### config.mk
export PLATFORM = sky130hd
export DESIGN_NAME = unloc_mech_moore
export DESIGN_NICKNAME = d
export VERILOG_FILES = /design/src/rtl/unloc_mech_moore.sv
export SDC_FILE = /design/constraint.sdc
export NUM_CORES = 1
export LEC_CHECK = 0
export BUFFER_PORTS_ARGS = -buffer_cell sky130_fd_sc_hd__buf_2
export CAP_MARGIN = 25
export CORE_AREA = 2 2 39 41
export CTS_BUF_LIST = sky130_fd_sc_hd__clkbuf_2
export DETAILED_ROUTE_END_ITERATION = 6
export DIE_AREA = 0 0 41 43
export HOLD_SLACK_MARGIN = 0.12
export PLACE_DENSITY = 0.31
export SYNTH_ARGS = -nofsm -noshare
export SYNTH_HDL_FRONTEND = slang
export SYNTH_SLANG_ARGS = --single-unit
### constraint.sdc
create_clock -name clk -period 1 [get_ports clk]
set_clock_uncertainty 0.05 [all_clocks]
set_input_delay 0.25 -clock clk [delete_from_list [all_inputs] [get_ports clk]]
set_output_delay 0.25 -clock clk [all_outputs]
set_load 0.02 [all_outputs]
### src/rtl/unloc_mech_moore.sv
// Serial combination-lock recogniser: one code bit per valid/ready handshake,
// Moore outputs give a one-cycle unlock/incorrect verdict per attempt.
module unloc_mech_moore #(
    parameter logic [3:0] CODE = 4'b1011
) (
    input  logic clk,
    input  logic rstn,
    input  logic ser_val,
    input  logic ser_data,
    output logic ser_ready,
    output logic output_val,
    output logic output_data
);

    // Left local so verification can reach dut.state / dut.IDLE directly.
    typedef enum logic [2:0] {
        IDLE,
        STATE_A,
        STATE_B,
        STATE_C,
        STATE_D,
        INCORRECT
    } state_t;

    state_t state;
    state_t state_d;
    logic   accept;

    // ser_ready decodes from state only, so this has no input-to-output path.
    assign accept = ser_val && ser_ready;

    always_ff @(posedge clk or negedge rstn) begin
        if (!rstn) begin
            state <= IDLE;
        end else begin
            state <= state_d;
        end
    end

    always_comb begin
        state_d = state;
        case (state)
            IDLE: begin
                if (accept) state_d = (ser_data == CODE[3]) ? STATE_A : INCORRECT;
            end
            STATE_A: begin
                if (accept) state_d = (ser_data == CODE[2]) ? STATE_B : INCORRECT;
            end
            STATE_B: begin
                if (accept) state_d = (ser_data == CODE[1]) ? STATE_C : INCORRECT;
            end
            STATE_C: begin
                if (accept) state_d = (ser_data == CODE[0]) ? STATE_D : INCORRECT;
            end
            // Verdict states last one cycle and never consume a bit.
            STATE_D:   state_d = IDLE;
            INCORRECT: state_d = IDLE;
            default:   state_d = IDLE;
        endcase
    end

    always_comb begin
        ser_ready   = 1'b1;
        output_val  = 1'b0;
        output_data = 1'b0;
        case (state)
            STATE_D: begin
                ser_ready   = 1'b0;
                output_val  = 1'b1;
                output_data = 1'b1;
            end
            INCORRECT: begin
                ser_ready   = 1'b0;
                output_val  = 1'b1;
                output_data = 1'b0;
            end
            default: begin
                ser_ready   = 1'b1;
                output_val  = 1'b0;
                output_data = 1'b0;
            end
        endcase
    end

endmodule

==> impl_metrics.env <==
export IMPL_dp_hpwl_microns=289
export IMPL_clkPwrFrac_pct=19.5
export IMPL_post_dp_cell_area_sq_um=226
export IMPL_seq_power_share_pct=27.0
export IMPL_swShare_pct=38.1
export IMPL_yosys_warnings=0
export IMPL_largest_reg_flops=3
export IMPL_dieArea_sq_um=1760
export IMPL_regMostFlops="state"
export IMPL_postRouteAntennaNets=0
export IMPL_synth_top_family_by_area="simple AND/OR/NAND/NOR gates"
export IMPL_cap_viol_max_count=0
export IMPL_ys_seq_elements=3
export IMPL_critPathMaxFanout=3
export IMPL_grt_pass1_vias=169
export IMPL_critPathArrivalTime_ns=0.94
export IMPL_cts_made_buffers=3
export IMPL_drive_gt1_share_pct=71.9
export IMPL_hold_violations=0
export IMPL_startpoint="state[1]"
export IMPL_grt_ovfl_total=0
export IMPL_drt_pass1_iter_count=1
export IMPL_fillers=164
export IMPL_synth_area_mux_share_pct=0
export IMPL_grt_max_degree=6
export IMPL_die_y_microns=43
export IMPL_grt_pass1_wl_microns=641
export IMPL_netlist_instances=16
export IMPL_reg_top3="state x3"
export IMPL_hold_ws_ns=0.253
export IMPL_syn2layout_area_growth_pct=115
export IMPL_synth_cell_types=13
export IMPL_p_leak_nw=0.151
export IMPL_fin_util_pct=24.0
export IMPL_syn_nets=20
export IMPL_rrSetupSlack_ns=-0.20
export IMPL_setup_viol=6
export IMPL_antenna_found_initial=0
export IMPL_p_total_mw=0.871
export IMPL_worstSetupEndpoint="output_data"
export IMPL_min_path_type="input pin to flip-flop"
export IMPL_p_sw_mw=0.332
export IMPL_drt_iter0_drc=0
export IMPL_row_count=14
export IMPL_grt_setup_unrepaired="yes"
export IMPL_reg2reg_to="state[0]"
export IMPL_insertion_delay_ns=0.20
export IMPL_wl_per_cell_microns=9.48
export IMPL_num_antenna_cells=0
export IMPL_synthAdderAreaFrac_pct=0
export IMPL_clock_path_buffers=2
export IMPL_core_sq_um=1380
export IMPL_finalMaxSlewViolations=0
export IMPL_seq_area_sq_um=76.3
export IMPL_initial_utilization_pct=11.1
export IMPL_clk_pin_slew_ns=0.04
export IMPL_end_kind="output port"
export IMPL_final_cell_mix="clkbuf_2 (4), buf_2 (4), buf_4 (4)"
export IMPL_slew_headroom_pct=83.8
export IMPL_cts_sinks=3
export IMPL_ir_drop_uv=734
export IMPL_avgSynthCellArea_sq_um=9.62
export IMPL_criticalPathCategory="flip-flop to output port"
export IMPL_io_pins=7
export IMPL_die_x_microns=41
export IMPL_min_period_ns=1.24
export IMPL_fin_area_sq_um=332
export IMPL_run_status="finished with violations"
export IMPL_p_int_mw=0.539
export IMPL_via_count=176
export IMPL_violations="setup timing"
export IMPL_gp_congestion=0.550
export IMPL_vias_per_cell=3.67
export IMPL_setup_slack_ns=-0.240
export IMPL_synthesis_area_sq_um=154
export IMPL_track_usage_pct=6.24
export IMPL_clockRootBuffer="clkbuf_2"
export IMPL_layout_worst_path_cycle_share_pct=124
export IMPL_fin_nets=37
export IMPL_multi_input_area_sq_um=114
export IMPL_portBuffers=6
export IMPL_tightest_slew_ns=0.240
export IMPL_critPathLaunchType="flip-flop"
export IMPL_drc_errors=0
export IMPL_drt_wl_total_microns=455
export IMPL_max_freq_mhz=807
export IMPL_r2r_start="state[1]"
export IMPL_synth_xor_area_share_pct=5.69
export IMPL_rr_worst_depth=5
export IMPL_required_ns=0.70
export IMPL_p_comb_share_pct=53.5
export IMPL_preCtsSetupSlack_ns=-0.104
export IMPL_cts_max_level=1
export IMPL_synthSimpleGateAreaFrac_pct=25.2
export IMPL_powerDensity_nw_per_um2=2630
export IMPL_synth_seq_area_share_pct=48.8
export IMPL_cts_tree="built"
export IMPL_synth_compound_area_share_pct=15.4
[stage by stage]
stage                     cells  setup TNS (ns)
final                        48           -1.20
after floorplan              16         -0.0402
after CTS                    46          -0.927
after global routing         48           -1.43
after detailed placement     39          -0.262
after global placement       39          -0.183
[synth_stat cells]
cell type,number,area (sq um)
o21ai_0,1,5.00
xnor2_1,1,8.76
nand2_1,1,3.75
nor4_1,1,6.26
a21oi_1,1,5.00
inv_1,2,7.51
nand2b_1,1,6.26
a31oi_1,1,6.26
nor3b_2,1,12.5
o21bai_1,1,7.51
nor2_1,1,3.75
dfrtp_1,3,75.1
nor2b_1,1,6.26
[timing repair]
item / 4_1_cts / 5_1_grt
setup buffers: 2 / 2
hold buffers: 1 / 0
pin swaps: 2 / 3
endpoints found under the setup margin: 6 / 6
gates resized for setup: 7 / 4
hold endpoints to repair: 3 / 0
[layer usage]
| layer | GRT usage (%) | share of wire (%) | wire length (microns) | up-vias |
|---|---|---|---|---|
| met5 | 0 | 0 | 0 | - |
| met4 | 8.00 | 3.1 | 14 | 0 |
| met3 | 3.14 | 8.6 | 39 | 2 |
| met2 | 8.13 | 47 | 215 | 9 |
| met1 | 5.84 | 41 | 185 | 80 |
| li1 | - | - | - | 85 |
[cell type report]
class / count / area share (%)
flip-flops and latches: 3 / 23.0
clock buffers: 4 / 6.04
multi-input cells: 11 / 34.3
well taps: 16 / 6.04
inverters: 2 / 2.26
repair buffers: 12 / 28.3
[cell families after synthesis]
logic type | Yosys count
simple gates | 6
compound gates | 4
flops | 3
buf+inv | 2
xor+xnor | 1
[power by group through the flow]
stage                     registers [mW]  logic (mW)  clock network, mW
after floorplan                    0.225       0.183                  0
after global placement             0.237       0.263                  0
after detailed placement           0.242       0.266                  0
after CTS                          0.226       0.392              0.180
after global routing               0.244       0.502              0.197
final                              0.235       0.466              0.170
[worst min-delay path by stage]
stage / start / to / slack (ns) / depth (start not counted)
after CTS: ser_val / state[0] / 0.24 / 2
final: ser_val / state[0] / 0.25 / 2
after global placement: rstn / state[2] / -0.006 / 1
after global routing: ser_val / state[0] / 0.25 / 2
after floorplan: rstn / state[0] / -0.1 / 0
after detailed placement: rstn / state[1] / -0.002 / 1
[worst max-delay path: stages, from the launching register on]
cell,delay [ns]
dfrtp_1,0.38
nand2b_4,0.16
nor2_4,0.08
buf_6,0.11
Power figures use the tool's default switching activity.
